`src/rtl/fetch_queue_pkg.sv`:
```
// Shared constants, the buffered-instruction record and the PC alignment helper for fetch_queue.
// Optional build macro used by the top: FETCH_QUEUE_BYPASS_EN.
package fetch_queue_pkg;

   localparam int unsigned INST_W = 32;
   localparam int unsigned PC_W   = 32;

   localparam logic [PC_W-1:0] PC_STEP   = 32'd4;
   localparam logic [PC_W-1:0] WORD_MASK = 32'hFFFF_FFFC;

   typedef struct packed {
      logic [PC_W-1:0]   pc;
      logic [INST_W-1:0] data;
   } fq_entry_t;

   function automatic logic [PC_W-1:0] word_align(input logic [PC_W-1:0] addr);
      return addr & WORD_MASK;
   endfunction

endpackage

```
`src/rtl/fetch_queue_if.sv`:
```
// Redirect, instruction-memory and decode handshakes of fetch_queue.
// master = the fetch queue itself, slave = memory/decode/branch environment.
interface fetch_queue_if;
   import fetch_queue_pkg::*;

   logic              redirect_valid;
   logic [PC_W-1:0]   redirect_pc;
   logic              mem_req_valid;
   logic [PC_W-1:0]   mem_req_addr;
   logic              mem_req_ready;
   logic              mem_rsp_valid;
   logic [INST_W-1:0] mem_rsp_data;
   logic              inst_valid;
   logic [INST_W-1:0] inst_data;
   logic [PC_W-1:0]   inst_pc;
   logic              inst_ready;

   modport master (
      input  redirect_valid, redirect_pc, mem_req_ready, mem_rsp_valid, mem_rsp_data, inst_ready,
      output mem_req_valid, mem_req_addr, inst_valid, inst_data, inst_pc
   );

   modport slave (
      output redirect_valid, redirect_pc, mem_req_ready, mem_rsp_valid, mem_rsp_data, inst_ready,
      input  mem_req_valid, mem_req_addr, inst_valid, inst_data, inst_pc
   );

endinterface

```
`src/rtl/fetch_fifo.sv`:
```
// Parameterised synchronous FIFO with flush, occupancy count and a combinational head read.
// DEPTH must be a power of two so the pointers wrap naturally.
module fetch_fifo #(
   parameter int unsigned WIDTH = 32,
   parameter int unsigned DEPTH = 4
) (
   input  logic                       clk,
   input  logic                       rst_n,
   input  logic                       flush,
   input  logic                       push,
   input  logic [WIDTH-1:0]           push_data,
   input  logic                       pop,
   output logic [WIDTH-1:0]           head_data,
   output logic [$clog2(DEPTH):0]     count,
   output logic                       empty,
   output logic                       full
);

   localparam int unsigned AW = $clog2(DEPTH);
   localparam int unsigned CW = AW + 1;

   logic [WIDTH-1:0] mem_q [DEPTH];
   logic [WIDTH-1:0] mem_d [DEPTH];
   logic [AW-1:0]    wr_ptr_q, wr_ptr_d;
   logic [AW-1:0]    rd_ptr_q, rd_ptr_d;
   logic [CW-1:0]    count_q, count_d;
   logic             push_ok;
   logic             pop_ok;

   assign empty     = (count_q == {CW{1'b0}});
   assign full      = (count_q == CW'(DEPTH));
   assign count     = count_q;
   assign head_data = mem_q[rd_ptr_q];

   // Pointer, occupancy and storage update; flush empties the queue but leaves storage contents.
   always_comb begin
      mem_d    = mem_q;
      wr_ptr_d = wr_ptr_q;
      rd_ptr_d = rd_ptr_q;
      count_d  = count_q;
      push_ok  = push && !full;
      pop_ok   = pop && !empty;
      if (flush) begin
         wr_ptr_d = {AW{1'b0}};
         rd_ptr_d = {AW{1'b0}};
         count_d  = {CW{1'b0}};
      end else begin
         if (push_ok) begin
            mem_d[wr_ptr_q] = push_data;
            wr_ptr_d        = wr_ptr_q + AW'(1'b1);
         end else begin
            wr_ptr_d = wr_ptr_q;
         end
         if (pop_ok) begin
            rd_ptr_d = rd_ptr_q + AW'(1'b1);
         end else begin
            rd_ptr_d = rd_ptr_q;
         end
         count_d = count_q + CW'(push_ok) - CW'(pop_ok);
      end
   end

   // State registers; storage clears on reset so the head reads zero out of reset.
   always_ff @(posedge clk or negedge rst_n) begin
      if (!rst_n) begin
         for (int i = 0; i < int'(DEPTH); i++) begin
            mem_q[i] <= {WIDTH{1'b0}};
         end
         wr_ptr_q <= {AW{1'b0}};
         rd_ptr_q <= {AW{1'b0}};
         count_q  <= {CW{1'b0}};
      end else begin
         mem_q    <= mem_d;
         wr_ptr_q <= wr_ptr_d;
         rd_ptr_q <= rd_ptr_d;
         count_q  <= count_d;
      end
   end

endmodule

```
`src/rtl/fetch_queue.sv`:
```
// Sequential instruction fetch with credit-limited requests, in-order responses, redirect flush.
// Define FETCH_QUEUE_BYPASS_EN to forward a response straight to decode when nothing is buffered.
module fetch_queue
   import fetch_queue_pkg::*;
#(
   parameter int unsigned     DEPTH    = 4,
   parameter logic [PC_W-1:0] RESET_PC = 32'h0000_0000
) (
   input logic           clk,
   input logic           rst_n,
   fetch_queue_if.master bus
);

   localparam int unsigned CW         = $clog2(DEPTH) + 1;
   localparam logic [CW:0] CREDIT_MAX = (CW+1)'(DEPTH);

   logic [PC_W-1:0] fetch_pc_q, fetch_pc_d;
   logic [CW-1:0]   drop_q, drop_d;
   logic            run_q;

   logic [CW-1:0]   fifo_count;
   logic [CW-1:0]   in_flight;
   logic            fifo_empty, fifo_full;
   logic            tag_empty, tag_full;
   fq_entry_t       fifo_head;
   fq_entry_t       fifo_wdata;
   logic [PC_W-1:0] tag_head;
   logic [CW:0]     credit_used;
   logic            inst_valid;
   logic            req_fire, rsp_take, rsp_keep, byp;
   logic            fifo_push, fifo_pop, tag_push;

   // Every buffered or outstanding instruction holds one credit; run_q masks the reset cycle.
   assign credit_used       = {1'b0, fifo_count} + {1'b0, in_flight};
   assign bus.mem_req_valid = run_q && (credit_used < CREDIT_MAX) && !bus.redirect_valid;
   assign bus.mem_req_addr  = fetch_pc_q;
   assign inst_valid        = !bus.redirect_valid && (!fifo_empty || byp);
   assign bus.inst_valid    = inst_valid;

`ifdef FETCH_QUEUE_BYPASS_EN
   assign bus.inst_data = fifo_empty ? bus.mem_rsp_data : fifo_head.data;
   assign bus.inst_pc   = fifo_empty ? tag_head : fifo_head.pc;
`else
   assign bus.inst_data = fifo_head.data;
   assign bus.inst_pc   = fifo_head.pc;
`endif

   // Handshake decode: which response is kept, forwarded, buffered, and which entry leaves.
   always_comb begin
      req_fire   = bus.mem_req_valid && bus.mem_req_ready;
      rsp_take   = bus.mem_rsp_valid && !tag_empty;
      rsp_keep   = rsp_take && !bus.redirect_valid && (drop_q == {CW{1'b0}});
`ifdef FETCH_QUEUE_BYPASS_EN
      byp        = rsp_keep && fifo_empty;
`else
      byp        = 1'b0;
`endif
      fifo_pop   = inst_valid && bus.inst_ready && !fifo_empty;
      fifo_push  = rsp_keep && !(byp && bus.inst_ready) && !fifo_full;
      tag_push   = req_fire && !tag_full;
      fifo_wdata = '{pc: tag_head, data: bus.mem_rsp_data};
   end

   // Fetch PC and stale-response counter; a redirect discards everything still outstanding.
   always_comb begin
      fetch_pc_d = fetch_pc_q;
      drop_d     = drop_q;
      if (bus.redirect_valid) begin
         fetch_pc_d = word_align(bus.redirect_pc);
         drop_d     = in_flight - CW'(rsp_take);
      end else begin
         if (req_fire) begin
            fetch_pc_d = fetch_pc_q + PC_STEP;
         end else begin
            fetch_pc_d = fetch_pc_q;
         end
         if (rsp_take && (drop_q != {CW{1'b0}})) begin
            drop_d = drop_q - CW'(1'b1);
         end else begin
            drop_d = drop_q;
         end
      end
   end

   // Control state registers.
   always_ff @(posedge clk or negedge rst_n) begin
      if (!rst_n) begin
         fetch_pc_q <= RESET_PC;
         drop_q     <= {CW{1'b0}};
         run_q      <= 1'b0;
      end else begin
         fetch_pc_q <= fetch_pc_d;
         drop_q     <= drop_d;
         run_q      <= 1'b1;
      end
   end

   fetch_fifo #(
      .WIDTH ($bits(fq_entry_t)),
      .DEPTH (DEPTH)
   ) u_inst_fifo (
      .clk       (clk),
      .rst_n     (rst_n),
      .flush     (bus.redirect_valid),
      .push      (fifo_push),
      .push_data (fifo_wdata),
      .pop       (fifo_pop),
      .head_data (fifo_head),
      .count     (fifo_count),
      .empty     (fifo_empty),
      .full      (fifo_full)
   );

   // Tags are never flushed: dropped responses still arrive and must retire their tag.
   fetch_fifo #(
      .WIDTH (PC_W),
      .DEPTH (DEPTH)
   ) u_tag_fifo (
      .clk       (clk),
      .rst_n     (rst_n),
      .flush     (1'b0),
      .push      (tag_push),
      .push_data (fetch_pc_q),
      .pop       (rsp_take),
      .head_data (tag_head),
      .count     (in_flight),
      .empty     (tag_empty),
      .full      (tag_full)
   );

endmodule

```
`src/flat_wrapper.sv`:
```
// flat-port wrapper written by rule: the top's interface ports become plain ports
module fetch_queue_flat import fetch_queue_pkg::*;
#(
   parameter int unsigned     DEPTH    = 4,
   parameter logic [PC_W-1:0] RESET_PC = 32'h0000_0000
)
  (clk, rst_n, bus_redirect_valid, bus_redirect_pc, bus_mem_req_ready, bus_mem_rsp_valid, bus_mem_rsp_data, bus_inst_ready, bus_mem_req_valid, bus_mem_req_addr, bus_inst_valid, bus_inst_data, bus_inst_pc);
  fetch_queue_if bus_i ();
  input logic clk;
  input logic rst_n;
  input wire logic [$bits(bus_i.redirect_valid)-1:0] bus_redirect_valid;
  input wire logic [$bits(bus_i.redirect_pc)-1:0] bus_redirect_pc;
  input wire logic [$bits(bus_i.mem_req_ready)-1:0] bus_mem_req_ready;
  input wire logic [$bits(bus_i.mem_rsp_valid)-1:0] bus_mem_rsp_valid;
  input wire logic [$bits(bus_i.mem_rsp_data)-1:0] bus_mem_rsp_data;
  input wire logic [$bits(bus_i.inst_ready)-1:0] bus_inst_ready;
  output wire logic [$bits(bus_i.mem_req_valid)-1:0] bus_mem_req_valid;
  output wire logic [$bits(bus_i.mem_req_addr)-1:0] bus_mem_req_addr;
  output wire logic [$bits(bus_i.inst_valid)-1:0] bus_inst_valid;
  output wire logic [$bits(bus_i.inst_data)-1:0] bus_inst_data;
  output wire logic [$bits(bus_i.inst_pc)-1:0] bus_inst_pc;
  assign bus_i.redirect_valid = bus_redirect_valid;
  assign bus_i.redirect_pc = bus_redirect_pc;
  assign bus_i.mem_req_ready = bus_mem_req_ready;
  assign bus_i.mem_rsp_valid = bus_mem_rsp_valid;
  assign bus_i.mem_rsp_data = bus_mem_rsp_data;
  assign bus_i.inst_ready = bus_inst_ready;
  assign bus_mem_req_valid = bus_i.mem_req_valid;
  assign bus_mem_req_addr = bus_i.mem_req_addr;
  assign bus_inst_valid = bus_i.inst_valid;
  assign bus_inst_data = bus_i.inst_data;
  assign bus_inst_pc = bus_i.inst_pc;
  fetch_queue #(.DEPTH(DEPTH), .RESET_PC(RESET_PC)) u_core (.clk(clk), .rst_n(rst_n), .bus(bus_i));
endmodule
```
`config.mk`:
```
export PLATFORM = sky130hd
export DESIGN_NAME = fetch_queue_flat
export DESIGN_NICKNAME = d
export VERILOG_FILES = /design/src/rtl/fetch_queue_pkg.sv /design/src/rtl/fetch_queue_if.sv /design/src/rtl/fetch_fifo.sv /design/src/rtl/fetch_queue.sv /design/src/flat_wrapper.sv
export SDC_FILE = /design/constraint.sdc
export NUM_CORES = 1
export LEC_CHECK = 0
export CAP_MARGIN = 30
export CORE_ASPECT_RATIO = 0.6
export CORE_UTILIZATION = 30
export DETAILED_ROUTE_END_ITERATION = 8
export PLACE_DENSITY_LB_ADDON = 0.2
export SLEW_MARGIN = 10
export SYNTH_ARGS = -nofsm -noshare
export SYNTH_HDL_FRONTEND = slang
export SYNTH_HIERARCHICAL = 1
export SYNTH_SLANG_ARGS = --single-unit
```
`constraint.sdc`:
```
create_clock -name clk -period 7.4 [get_ports clk]
set_input_delay 1.48 -clock clk [delete_from_list [all_inputs] [get_ports clk]]
set_output_delay 1.48 -clock clk [all_outputs]
set_load 0.01 [all_outputs]
```
* Yosys cells after proc, flatten, opt, wreduce, memory -nomap -nowiden
Index checks and enable logic that the tools add are counted.
** Operators by class
- Add/sub/neg operators :: 12
- Magnitude comparators :: 7
- Equal/unequal tests :: 2
- Mux-type cells :: 21
- Bitwise logic cells :: 5
- Reductions and logical operators :: 32
** Operator list (count)
- 256-bit bitwise mux :: 1
- 64-bit two-way mux :: 3
- 32-bit two-way mux :: 5
- 64-bit binary-select mux with 2-bit select :: 1
- 128-bit bitwise mux :: 1
- 64-bit demux with 2-bit select :: 1
- 32-bit binary-select mux with 2-bit select :: 1
- 32-bit demux with 2-bit select :: 1
- 32-bit by 3-bit adder with 32-bit output (second input constant) :: 1
- 1-bit logical AND :: 18
- 3-bit greater-or-equal comparator (second input constant) :: 4
- 2-bit inverter with 3-bit output :: 4
- 3-bit zero test :: 3
- 3-bit two-way mux :: 3
- 3-bit by 1-bit subtractor with 3-bit output :: 3
- 2-bit by 1-bit adder with 2-bit output (second input constant) :: 4
- 2-bit two-way mux :: 4
- 2-bit nonzero test :: 4
- 3-bit by 1-bit adder with 3-bit output :: 2
- 3-bit equality test (second input constant) :: 2
- 3-bit by 1-bit < comparator with 1-bit output (second input constant) :: 2
- 1-bit zero test :: 5
- 3-bit by 3-bit adder with 4-bit output :: 1
- 4-bit by 3-bit < comparator with 1-bit output (second input constant) :: 1
- other kinds (4) :: 4
** Storage, ports and cells
- Register bits after elaboration :: 434
- Bits of input ports :: 70
- Output and inout port bits :: 98
- Logic and storage cells :: 96

* Depth between registers and ports, before layout
Gate-level depths: netlist (run 1).
- Word-level depth :: 10
- Depth in mapped cells :: 16
- Depth with buffers taken out :: 14

* Hierarchy
The synthesis (run 1) kept the hierarchy.
** By module, submodules not included
- fetch_fifo (u_core.u_inst_fifo) :: instances 1, cells an instance 665, area each 12732.2 µm², sequential area each 6581.3 µm²
- fetch_fifo (u_core.u_tag_fifo) :: instances 1, cells an instance 360, area each 6603.8 µm², sequential area each 3378.2 µm²
- fetch_queue :: instances 1, cells an instance 250, area each 2188.3 µm², sequential area each 850.8 µm²

* Least setup slack after synthesis (run 1)
No wires, ideal clock.
- Path kind :: input port to flip-flop
- From :: in bus_redirect_valid
- To :: reg u_core.u_tag_fifo.count_q[2] (netlist: u_core/u_tag_fifo/count[2])
- Library setup time :: 0.086 ns
- Arrival :: 3.919 ns
- Data required time :: 7.314 ns
- Slack :: 3.395 ns
- Stages :: 15
- Buffers on the path :: 2
- Path through :: nor4b_2 -> nand4_1 -> buf_2 -> buf_1 -> nor2_1 -> and2_2 -> inv_1 -> ha_1 -> inv_1 -> ha_1 -> inv_1 -> fa_1 -> xor2_1 -> and2_1 -> nor3_1
** Between the ends
- Cells in the longest elaborated chain, start to end :: 7
** RTL lines
- from (decl) :: line flat_wrapper.sv:11 : input wire logic [$bits(bus_i.redirect_valid)-1:0] bus_redirect_valid;
- 1-bit zero test :: line fetch_queue.sv:35 : assign bus.mem_req_valid = run_q && (credit_used < CREDIT_MAX) && !bus.redirect_valid;
- 1-bit logical AND :: line fetch_queue.sv:35
- 1-bit logical AND :: line fetch_queue.sv:50 : req_fire = bus.mem_req_valid && bus.mem_req_ready;
- 1-bit logical AND :: line fetch_queue.sv:60 : tag_push = req_fire && !tag_full;
- net u_core.tag_push :: line fetch_queue.sv:31 : logic fifo_push, fifo_pop, tag_push;
- 1-bit logical AND :: line fetch_fifo.sv:41 : push_ok = push && !full;
- 3-bit by 1-bit adder with 3-bit output :: line fetch_fifo.sv:59 : count_d = count_q + CW'(push_ok) - CW'(pop_ok);
- 3-bit by 1-bit subtractor with 3-bit output :: line fetch_fifo.sv:59
- net u_core.u_tag_fifo.count_d[2] :: line fetch_fifo.sv:26 : logic [CW-1:0] count_q, count_d;
- to (signal assigned) :: line fetch_fifo.sv:71 : count_q <= {CW{1'b0}};
- to (signal assigned) :: line fetch_fifo.sv:76 : count_q <= count_d;
- to (decl) :: line fetch_fifo.sv:26
The timed path passes the listed nets, and every way through them passes these cells.
A chain may end at the register's enable or synchronous reset.

* Worst setup path after layout (run 1)
- From :: in bus_redirect_valid
- To :: out bus_mem_req_valid
** Between the ends
- Cells in the longest elaborated chain, start to end :: 2
** RTL lines
- 1-bit zero test :: line fetch_queue.sv:35
- 1-bit logical AND :: line fetch_queue.sv:35
- to (decl) :: line flat_wrapper.sv:17 : output wire logic [$bits(bus_i.mem_req_valid)-1:0] bus_mem_req_valid;
No other way between the ends.

==> results of run 1 <==
[Yosys cell counts (7+ instances only)]
| library cell | n |
|---|---|
| ha_1 | 19 |
| buf_2 | 14 |
| nor2b_1 | 8 |
| nor2_1 | 25 |
| a21oi_1 | 9 |
| buf_12 | 40 |
| mux2_4 | 360 |
| o21ai_0 | 21 |
| nand3_1 | 16 |
| mux2_2 | 12 |
| mux2_1 | 16 |
| inv_1 | 21 |
| nand2_1 | 40 |
| xnor2_1 | 7 |
| clkbuf_1 | 16 |
| mux4_2 | 96 |
| dfrtp_1 | 432 |
| and3_1 | 9 |
[cell families (layout without fill, tap and decap cells)]
group,count (synthesis),count (layout),share of synthesized area [%]
flops,432,432,50.2
simple gates,153,153,4.16
xor+xnor,12,12,0.488
other cells,2,12,0.0349
buf+inv,102,287,5.06
fa+ha+maj,21,21,1.29
compound gates,67,67,2.03
mux,486,486,36.7
[worst max-delay path: cells and delay by family]
kind                   cells  cell delay [ps]
buffers and inverters      2              820
and+or+nand+nor            2              870
[power breakdown]
group	switching (W)	internal, W
registers	0.000226	0.00265
logic	0.000599	0.000870
clock network	0.000984	0.00128
total	0.00181	0.00480
[placed cells by master (no fill, tap or decap), types with 8 or more instances in the layout]
cell               n
dfrtp_1          429
ha_1              19
o21ai_0           21
mux2_2            12
conb_1            12
buf_4             20
clkbuf_16         45
nor2b_1            8
clkbuf_8           8
mux4_2            96
nand3_1           16
clkdlybuf4s50_1  161
nor2_1            25
inv_1             21
mux2_4           360
nand2_1           40
a21oi_1            9
mux2_1            16
clkbuf_1          15
[metrics by stage]
step / cell area, sq um / worst slack (ps) / total power [W] / instances
6_report: 25000 / 2740 / 0.00661 / 2394
5_1_grt: 25000 / 2640 / 0.00694 / 2394
4_1_cts: 25000 / 2660 / 0.00673 / 2394
3_5_place_dp: 23600 / 2270 / 0.00440 / 2314
3_3_place_gp: 23600 / 2330 / 0.00437 / 2314
2_1_floorplan: 21600 / 3400 / 0.00378 / 1285
[layer usage]
metal	vias up	routed length, microns	track usage, %
met2	176	22200	20.8
met5	-	0	0
li1	5018	-	-
met4	0	938	3.63
met3	70	2010	2.75
met1	6012	25800	21.4
[cell type report]
type / count / area share [%]
Clock inverter: 12 / 0.580
Tap cell: 924 / 4.62
Sequential cell: 432 / 43.3
Inverter: 21 / 0.315
Clock buffer: 68 / 5.17
Multi-Input combinational cell: 751 / 38.7
Timing Repair Buffer: 186 / 7.36
[state kept, by name, indices dropped and copies added (netlist names)]
name	count
u_core/u_tag_fifo/wr_ptr_q	2
u_core/u_inst_fifo/mem_q	256
u_core/u_inst_fifo/count	3
u_core/u_tag_fifo/rd_ptr_q	2
u_core/u_tag_fifo/mem_q	128
u_core/drop_q	3
u_core/u_inst_fifo/wr_ptr_q	2
u_core/u_inst_fifo/rd_ptr_q	2
u_core/bus.mem_req_addr	30
u_core/run_q	1
u_core/u_tag_fifo/count	3
[how the worst min path moves through the flow]
stage | slack, ps | to | start | cells past startpoint
global route | 500 | u_core/u_inst_fifo/mem_q[130] | u_core/u_inst_fifo/mem_q[130] | 1
global placement | 460 | u_core/u_inst_fifo/mem_q[66] | u_core/u_inst_fifo/mem_q[66] | 1
detailed placement | 470 | u_core/u_inst_fifo/mem_q[0] | u_core/u_inst_fifo/mem_q[0] | 1
CTS | 480 | u_core/u_inst_fifo/mem_q[0] | u_core/u_inst_fifo/mem_q[0] | 1
finish | 490 | u_core/u_inst_fifo/mem_q[1] | u_core/u_inst_fifo/mem_q[1] | 1
floorplan | 450 | u_core/u_inst_fifo/mem_q[127] | u_core/u_inst_fifo/mem_q[127] | 1
==> results.json, run 1 <==
{
  "status": "complete, no violations",
  "tns_ps": 0,
  "die_w_microns": 348,
  "grt-ovfl-total": 0,
  "drv_cap": 0,
  "synth.ff_latch_count": 432,
  "cts_tree": "done",
  "rr_worst_depth": 7,
  "place_congestion": 0.712,
  "cts.clk_slew.worst_paths_ps": 60,
  "ir_worst_vdd_uv": 129,
  "relSlewSlack_pct": 37.6,
  "fin_util_pct": 35.5,
  "clock-sinks": 432,
  "fin_crit_sh_pct": 62.9,
  "synth_top_area_share_pct": 50.2,
  "cp-start-kind": "input pin",
  "arrival_ps": 3180,
  "drive_above_1_share_pct": 39.9,
  "p_leak_nw": 11.0,
  "grt_setup_unrepaired": "false",
  "cts_resized": 0,
  "yosys.area.top_type": "dfrtp_1",
  "cts_max_level": 2,
  "clock_skew_ps": 27.3,
  "grt_pass1_wl_mm": 79.7,
  "fmaxAchievable_mhz": 215,
  "port_buffers": 163,
  "slowest_delay_ps": 600,
  "finalHoldViolations": 0,
  "cts_made_buffers": 45,
  "netlist_area_sq_um": 21500,
  "die_h_microns": 209,
  "ys_async_sr_fraction_pct": 100,
  "worst_skew_pair.late_latency_ps": 590,
  "setup_viol": 0,
  "core_sq_um": 70400,
  "cp-end-kind": "output port",
  "antenna-diode-count": 0,
  "slew_violations": 0,
  "cts_buffer_depth": 3,
  "ff2ff_setup_slack_ps": 3740,
  "cp_max_fo": 20,
  "fillCellCount": 6660,
  "r2r_end": "u_core/u_inst_fifo/mem_q[0]",
  "synthTopCellsByArea": "dfrtp_1 50%, mux2_4 25%, mux4_2 10%",
  "yosysWarnings": 6,
  "postCtsSetupBuffers": 0,
  "synth_ff_type": "dfrtp_1",
  "die_area_sq_um": 72900,
  "powerDensity_nw_per_um2": 264,
  "grt_max_degree": 154,
  "initial_core_util_pct": 30.6,
  "grt_use_total_pct": 14.2,
  "first_iter_violations": 664,
  "fin_nets": 1528,
  "fp-row-count": 75,
  "timing.rr.start": "u_core/u_tag_fifo/count[1]",
  "hold_buffers": 0,
  "dp_hpwl_mm": 31.7,
  "dr.pass1.iters": 4,
  "yosysUniqueCellTypes": 58,
  "wirelength_mm": 51.0,
  "period_needed_ps": 4660,
  "yosysSeqAreaShare_pct": 50.2,
  "critPathLaunch": "bus_redirect_valid",
  "worstPathRequired_ps": 5920,
  "cts_root_buffer": "clkbuf_16",
  "grt_pass1_vias": 12300,
  "wl_per_cell_microns": 21.3,
  "ios": 168,
  "num_vias": 11300,
  "area_growth_pct": 16.2,
  "netlist_instances": 1275,
  "ant_nets": 0,
  "seq_area_sq_um": 10800,
  "via_per_inst": 4.71,
  "hp-class": "flop to flop",
  "crit_type": "input pin to output port",
  "syn_avg_cell_area_sq_um": 16.9,
  "antenna_found_initial": 0,
  "worst_pin_slew_ps": 936,
  "finalHoldWorstSlack_ps": 486,
  "slowest_stage": "or4b_4",
  "cp-endpoint": "bus_mem_req_valid",
  "drc_errors": 0,
  "synth_edf_count": 0,
  "cp_cell_sequence": "buf_2, or4b_4, nor3_1, clkdlybuf4s50_1",
  "multi_input_area_sq_um": 9680
}
No activity file was read; power rests on OpenSTA's default activity.
==> run 2: changes to the inputs <==
Clock period 7.4 ns to 4 ns, I/O delays scaled along.
==> results.json, run 2 (synthesis results as in run 1) <==
{
  "clock_skew_ps": 16.0,
  "dp_hpwl_mm": 32.9,
  "via_per_inst": 4.72,
  "fillCellCount": 6662,
  "wl_per_cell_microns": 21.1,
  "ios": 168,
  "initial_core_util_pct": 30.6,
  "cts_resized": 0,
  "seqPwrFrac_pct": 42.6,
  "place_area_sq_um": 23900,
  "area_growth_pct": 18.1,
  "period_needed_ps": 3560,
  "worstPathRequired_ps": 3200,
  "first_iter_violations": 633,
  "postCtsSetupBuffers": 0,
  "fin_nets": 1545,
  "drive_above_1_share_pct": 41.4,
  "num_vias": 11400,
  "finalHoldViolations": 0,
  "multi_input_area_sq_um": 9680,
  "arrival_ps": 2760,
  "crit_type": "flop to output port",
  "die_w_microns": 348,
  "grt_max_degree": 91,
  "cts_max_level": 2,
  "hp-class": "input pin to async pin",
  "cp_max_fo": 34,
  "cp-start-kind": "flop",
  "relSlewSlack_pct": 44.6,
  "tns_ps": 0,
  "p_comb_share_pct": 21.8,
  "setup_viol": 0,
  "powerDensity_nw_per_um2": 491,
  "p_leak_nw": 11.2,
  "die_area_sq_um": 72900,
  "grt_setup_unrepaired": "false",
  "fp-row-count": 75,
  "antenna-diode-count": 0,
  "hold_buffers": 0,
  "drv_cap": 0,
  "p_int_w": 0.00910,
  "switching_power_w": 0.00339,
  "finalHoldWorstSlack_ps": 216,
  "cts_tree": "done",
  "die_h_microns": 209,
  "cts_made_buffers": 45,
  "regMostFlops": "u_core/u_inst_fifo/mem_q",
  "cts.clk_slew.worst_paths_ps": 60,
  "core_sq_um": 70400,
  "fin_crit_sh_pct": 89.1,
  "antenna_found_initial": 0,
  "wirelength_mm": 51.0,
  "dr.pass1.iters": 5,
  "fmaxAchievable_mhz": 281,
  "final_cell_mix": "429 x dfrtp_1, 360 x mux2_4, 161 x clkdlybuf4s50_1, 96 x mux4_2, 45 x clkbuf_16",
  "largest_register_ffs": 256,
  "worst_skew_pair.late_latency_ps": 600,
  "final_area_sq_um": 25400,
  "worst_pin_slew_ps": 831,
  "clock-sinks": 432,
  "p_total_w": 0.0125,
  "cts_buffer_depth": 3,
  "cp-end-kind": "output port",
  "p_clk_share_pct": 35.6,
  "cts_root_buffer": "clkbuf_16",
  "seq_area_sq_um": 10800,
  "grt_pass1_vias": 12600,
  "ir_worst_vdd_uv": 265,
  "grt_use_total_pct": 14.3,
  "ant_nets": 0,
  "switching_share_pct": 27.1,
  "slew_violations": 0,
  "status": "complete, no violations",
  "grt-ovfl-total": 0,
  "drc_errors": 0,
  "grt_pass1_wl_mm": 80.8,
  "place_congestion": 0.734,
  "final_common_cell": "dfrtp_1",
  "port_buffers": 163
}
[run 2: cell types whose count changed in the layout (fill, tap and decap cells not counted)]
cell and delta:
inv_16 +1, clkbuf_1 -9, clkbuf_8 +8, buf_4 +4, bufinv_16 +1, clkinv_2 +4, clkinv_8 -2, inv_6 +1
buf_12 +13
[run 2: worst paths after layout]
path                       cells past startpoint                      startpoint                            end  slack (ps)
max                                            3  u_core/u_inst_fifo/rd_ptr_q[0]                 bus_inst_pc[2]         440
min reg2reg                                    1   u_core/u_inst_fifo/mem_q[191]  u_core/u_inst_fifo/mem_q[191]         480
min in group clk                               1   u_core/u_inst_fifo/mem_q[191]  u_core/u_inst_fifo/mem_q[191]         480
min                                            1                           rst_n  u_core/u_inst_fifo/mem_q[227]         220
max reg2reg                                   14      u_core/u_tag_fifo/count[1]     u_core/u_tag_fifo/count[2]         810
max in group asynchronous                      2                           rst_n   u_core/u_inst_fifo/mem_q[49]        2700
[run 2: layout make-up]
class                   instances  area share (%)
flip-flops and latches        432            42.6
repair buffers                203            8.39
inverters                      21           0.310
clock buffers                  67            5.38
clock inverters                17           0.753
multi-input cells             751            38.1
well taps                     924            4.55
[run 2: stage by stage]
step           cells  worst slack (ps)  util (%)
2_1_floorplan   1285               675         -
3_3_place_gp    2331               544      33.9
3_5_place_dp    2331               567      33.9
4_1_cts         2415               301      36.1
5_1_grt         2415               279      36.1
6_report        2415               437      36.1
[run 2: per-layer routing]
metal	vias up	global-route usage (%)	wire, microns
li1	5058	-	-
met1	6086	21.2	25500
met2	177	21.2	22500
met3	66	2.79	1980
met4	0	3.89	1040
met5	-	0	0
[run 2: worst max-delay path: stages (launching register included)]
cell and delay (ps):
dfrtp_4 680, buf_12 340, mux4_2 590, clkdlybuf4s50_1 510
[run 2: power by group through the flow]
stage          logic (W)  clock network [W]  registers [W]
6_report         0.00273            0.00445        0.00532
5_1_grt          0.00295            0.00481        0.00540
4_1_cts          0.00278            0.00464        0.00532
2_1_floorplan    0.00174                  0        0.00525
3_5_place_dp     0.00277                  0        0.00538
3_3_place_gp     0.00271                  0        0.00537
==> run 3: changes to the inputs <==
Settings changed: CTS_CLUSTER_SIZE set to 30, GPL_ROUTABILITY_DRIVEN set to 0, MAX_ROUTING_LAYER set to met4.
==> results.json, run 3 (synthesis results as in run 1) <==
{
  "status": "complete, no violations",
  "cts_max_level": 2,
  "tns_ps": 0,
  "drv_cap": 0,
  "drc_errors": 0,
  "fillCellCount": 6662,
  "timing.rr.start": "u_core/u_tag_fifo/count[1]",
  "cts.clk_slew.worst_paths_ps": 60,
  "clock-sinks": 432,
  "grt_pass1_wl_mm": 80.8,
  "die_area_sq_um": 72900,
  "fin_crit_sh_pct": 88.9,
  "fin_util_pct": 36.1,
  "slowest_delay_ps": 680,
  "hp-class": "input pin to async pin",
  "postCtsSetupBuffers": 0,
  "initial_core_util_pct": 30.6,
  "r2r_end": "u_core/u_tag_fifo/count[2]",
  "grt-ovfl-total": 0,
  "cp_cell_sequence": "buf_12, mux4_2, clkdlybuf4s50_1",
  "relSlewSlack_pct": 43.2,
  "antenna_found_initial": 0,
  "grt_setup_unrepaired": "false",
  "setup_viol": 0,
  "slew_violations": 0,
  "num_vias": 11400,
  "cp-start-kind": "flop",
  "p_leak_nw": 11.2,
  "grt_max_degree": 91,
  "fin_nets": 1545,
  "cp_max_fo": 34,
  "ir_worst_vdd_uv": 266,
  "hold_buffers": 0,
  "cts_made_buffers": 45,
  "core_sq_um": 70400,
  "worst_skew_pair.late_latency_ps": 600,
  "ff2ff_setup_slack_ps": 810,
  "grt_use_total_pct": 14.7,
  "dr.pass1.iters": 5,
  "largest_register_ffs": 256,
  "cts_tree": "done",
  "slowest_stage": "dfrtp_4",
  "final_common_cell": "dfrtp_1",
  "wl_per_cell_microns": 21.1,
  "die_w_microns": 348,
  "first_iter_violations": 585,
  "finalHoldViolations": 0,
  "wirelength_mm": 51.0,
  "finalHoldWorstSlack_ps": 221,
  "port_buffers": 163,
  "cts_root_buffer": "clkbuf_16",
  "fin_ws_ps": 444,
  "drive_above_1_share_pct": 41.4,
  "cts_resized": 0,
  "arrival_ps": 2760,
  "cp-end-kind": "output port",
  "via_per_inst": 4.72,
  "regMostFlops": "u_core/u_inst_fifo/mem_q",
  "final_cell_mix": "429 x dfrtp_1, 360 x mux2_4, 161 x clkdlybuf4s50_1, 96 x mux4_2, 45 x clkbuf_16",
  "die_h_microns": 209,
  "crit_type": "flop to output port",
  "grt_pass1_vias": 12600,
  "fp-row-count": 75,
  "period_needed_ps": 3560,
  "clock_skew_ps": 14.9,
  "dp_hpwl_mm": 32.9,
  "dp_slack_ps": 567,
  "worstPathRequired_ps": 3200,
  "ant_nets": 0,
  "powerDensity_nw_per_um2": 492,
  "fmaxAchievable_mhz": 281,
  "antenna-diode-count": 0,
  "worst_pin_slew_ps": 851,
  "area_growth_pct": 18.1,
  "rr_worst_depth": 14,
  "ios": 168,
  "cts_buffer_depth": 3
}
==> run 3: critical path: cells and delay by family, from the launching register on <==
| kind | cells | cell delay, ps |
|---|---|---|
| DFF | 1 | 680 |
| buffers and inverters | 2 | 840 |
| muxes | 1 | 590 |
==> run 3: worst max path at each step <==
stage,start,endpoint,slack (ps),depth (start not counted)
after floorplan,bus_redirect_valid,u_core/u_tag_fifo/count[2],680,15
after global placement,bus_mem_rsp_valid,u_core/u_inst_fifo/count[2],540,13
after detailed placement,bus_mem_rsp_valid,u_core/u_inst_fifo/mem_q[129],570,8
after CTS,u_core/u_inst_fifo/rd_ptr_q[0],bus_inst_pc[13],300,3
after global routing,u_core/u_inst_fifo/rd_ptr_q[0],bus_inst_pc[13],280,3
final,u_core/u_inst_fifo/rd_ptr_q[0],bus_inst_pc[2],440,3
==> run 3: where the power goes <==
group          switching, W  total, W  internal (W)
sequential         0.000416   0.00532       0.00490
clock               0.00188   0.00445       0.00258
combinational       0.00110   0.00273       0.00163
total               0.00339    0.0125       0.00910
==> run 3: per-layer routing <==
| metal | vias up | part of all wire (%) | track usage (%) |
|---|---|---|---|
| met2 | 170 | 44 | 21.2 |
| met3 | 68 | 3.7 | 2.66 |
| met1 | 6106 | 50 | 21.3 |
| li1 | 5058 | - | - |
| met5 | - | 0 | - |
| met4 | 0 | 2.0 | 3.89 |
==> run 3: cell type report <==
cell class | count | area (sq um) | share of cell area, %
Multi-Input combinational cell | 751 | 9680 | 38.1
Inverter | 21 | 78.8 | 0.310
Timing Repair Buffer | 203 | 2130 | 8.39
Clock inverter | 17 | 191 | 0.753
Clock buffer | 67 | 1370 | 5.38
Tap cell | 924 | 1160 | 4.55
Sequential cell | 432 | 10800 | 42.6
==> run 3: through the flow <==
step / cells / power [W] / instance area [sq um]
6_report: 2415 / 0.0125 / 25400
5_1_grt: 2415 / 0.0132 / 25400
2_1_floorplan: 1285 / 0.00699 / 21600
3_3_place_gp: 2331 / 0.00808 / 23900
4_1_cts: 2415 / 0.0127 / 25400
3_5_place_dp: 2331 / 0.00815 / 23900
==> RTL edit 1, RTL diff (config.mk and constraints of run 3) <==
Set the package constant `INST_W` to 48 (it was 32).
--- a/src/rtl/fetch_queue_pkg.sv
+++ b/src/rtl/fetch_queue_pkg.sv
@@ -2,7 +2,7 @@
 // Optional build macro used by the top: FETCH_QUEUE_BYPASS_EN.
 package fetch_queue_pkg;
 
-   localparam int unsigned INST_W = 32;
+   localparam int unsigned INST_W = 48;
    localparam int unsigned PC_W   = 32;
 
    localparam logic [PC_W-1:0] PC_STEP   = 32'd4;
Interface: changed (resized bus_inst_data and bus_mem_rsp_data); port bits go from 168 to 200. No check against the original RTL was run, so the function may have changed too.
==> RTL edit 1 against run 3 <==
Area after synthesis is 15% higher; sequential power is 14% higher; cell count is 14% higher; wire length up 17%; power up 13%; critical path depth did not move; highest routed layer unchanged; sequential cell count rose by 64; die area grew 15%; final area is 15% higher; critical endpoint is now bus_inst_pc[23]; core utilization down 0.26 points; worst setup slack worse by 0.13 ns.
==> RTL edit 1: results <==
[finish]
regArea_sq_um = 12400
num-clock-buffers = 78
n_all_buffers = 244
drive_gt1_share_pct = 43.1
area_growth_pct = 18.3
clk_share_pct = 5.88
fin_area_sq_um = 29200
layout.nets = 1747
nonClkBufAreaFrac_pct = 8.94
inv_count = 23
largest_reg_flops = 320

[status]
status = finished clean

[drt]
drtIter0Drc = 749
num_vias = 12868

[pwr]
switching_share_pct = 26.7
leakage_nw = 12.9
seq-power_mw = 6.04

[clock_network]
cts_sinks = 496

[critical_path]
cp_top_family = flip-flops
r2r_start = u_core/u_tag_fifo/count[2]
cp_max_fo = 50
cp.arrival_ns = 2.88

[place]
place_ws_ns = 0.332
placed_area_sq_um = 27500
io_buffers = 195
placed_cells = 2665

[yosys]
synthTopCellsByArea = dfrtp_1, mux2_4, mux4_2
ys_seq_area_share_pct = 50.3
synth.mux.area_fraction_pct = 37.8

[timing]
holdWs_ns = 0.198
RTL edit 1: routing by layer:
metal / GRT usage [%] / up-vias / share of wire [%]
met1: 22.3 / 6884 / 51
met3: 2.68 / 75 / 4.0
met5: - / - / 0
met4: 3.20 / 0 / 1.7
met2: 21.0 / 209 / 43
li1: - / 5700 / -
RTL edit 1: worst max-delay path by stage:
stage,startpoint,end,slack [ns],cells past startpoint
global placement,bus_redirect_valid,u_core/u_tag_fifo/count[2],0.30,14
CTS,u_core/u_inst_fifo/rd_ptr_q[1],bus_inst_pc[23],0.13,3
finish,u_core/u_inst_fifo/rd_ptr_q[1],bus_inst_pc[23],0.32,3
global route,u_core/u_inst_fifo/rd_ptr_q[1],bus_inst_pc[23],0.15,3
floorplan,bus_redirect_valid,u_core/u_tag_fifo/count[2],0.73,14
detailed placement,bus_redirect_valid,u_core/u_tag_fifo/count[2],0.33,14
==> RTL edit 2, RTL diff (flow settings as in run 3) <==
Without the edit above. Make the reset (`rst_n`) synchronous in 2 clocked blocks.
--- a/src/rtl/fetch_fifo.sv
+++ b/src/rtl/fetch_fifo.sv
@@ -61,7 +61,7 @@
    end
 
    // State registers; storage clears on reset so the head reads zero out of reset.
-   always_ff @(posedge clk or negedge rst_n) begin
+   always_ff @(posedge clk) begin
       if (!rst_n) begin
          for (int i = 0; i < int'(DEPTH); i++) begin
             mem_q[i] <= {WIDTH{1'b0}};
--- a/src/rtl/fetch_queue.sv
+++ b/src/rtl/fetch_queue.sv
@@ -83,7 +83,7 @@
    end
 
    // Control state registers.
-   always_ff @(posedge clk or negedge rst_n) begin
+   always_ff @(posedge clk) begin
       if (!rst_n) begin
          fetch_pc_q <= RESET_PC;
          drop_q     <= {CW{1'b0}};
Function: changed (Yosys sat finds a counterexample within 4 cycles, from zero or initial values and one cycle with rst_n low; the reset may be asserted at any time).
==> RTL edit 2 against run 3 <==
Sequential cell count unchanged; core utilization decreased by 0.14 points; worst setup slack improved by 0.061 ns; final area decreased by 8.5%; clock skew decreased by 0.0014 ns; register-to-register slack got worse by 0.08 ns; wire length decreased by 1.3%; area after synthesis decreased by 8.4%; critical path type unchanged; largest cell class is now multi-input gates; highest routed layer unchanged.
Power is not compared: it rests on default switching activity, and its combinational part moved more than twofold at a synthesized area within 25%.
==> RTL edit 2: results <==
[drt]
wirelength_mm = 50.3
drtIter0Drc = 848
vias_per_cell = 4.79

[yosys]
synth-compound-area-share_pct = 2.76
synthAdderAreaFrac_pct = 1.41
synthXorXnorAreaFrac_pct = 0.622
yosys-top-cells-count = nand2_1, dfxtp_1, mux2i_1, mux4_2, clkbuf_1
synthArstFlopShare_pct = 0
synth.distinct_cells = 61
ys_seq_area_share_pct = 43.9
synth_area_per_cell_sq_um = 10.7

[finish]
instances_no_fill = 2845
drive_gt1_share_pct = 11.6
layout.nets = 2051
fill_cells = 6398

[place]
hpwl_mm = 32.5
placed_area_sq_um = 21800
place_ws_ns = 0.533

[global_route]
use_met3_pct = 2.78
grtUsageMet1_pct = 21.1
grt_pass1_wl_mm = 80.2
grt_util_all_layers_pct = 15.4
use_met2_pct = 23.5
grt_pass1_vias = 13884
grt_max_degree = 97

[timing]
tightest_slew_ns = 0.813
clock-skew-final_ns = 0.0134
holdWs_ns = 0.453

[critical_path]
crit_path_end = bus_inst_data[3]
cp_max_fo = 21
max_stage_delay_ns = 0.65
slowest_stage = dfxtp_4
critPathLaunch = u_core/u_inst_fifo/rd_ptr_q[0]
reg2reg_slack_ns = 0.73
cp.arrival_ns = 2.69
r2r.worst_path.cells = 13
reg2reg_to = u_core/u_tag_fifo/count[2]
r2r_start = u_core/u_tag_fifo/count[2]

[status]
status = finished clean
==> RTL edit 2: cell types whose count changed in the layout (fill, tap and decap cells not counted), moves of 12 or more <==
cell     before  now
nand2_1      40  519
mux2_2       12    0
a21oi_1       9   21
nand4_1       6   18
mux2i_1       2  384
dfrtp_1     429    0
mux2_1       16    2
mux2_4      360    0
dfxtp_1       0  429
==> RTL edit 2: worst max-delay path: cells and delay by family, from the launching register on <==
family	cells	cell delay [ns]
buf+inv	2	0.90
flops	1	0.65
mux	1	0.55
==> RTL edit 2: layout make-up <==
cell class	instances	area, sq um	share of cell area (%)
Multi-Input combinational cell	1248	9730	41.8
Sequential cell	432	8660	37.2
Timing Repair Buffer	206	2200	9.44
Clock buffer	71	1410	6.04
Tap cell	851	1060	4.58
Clock inverter	10	115	0.495
Inverter	27	101	0.435
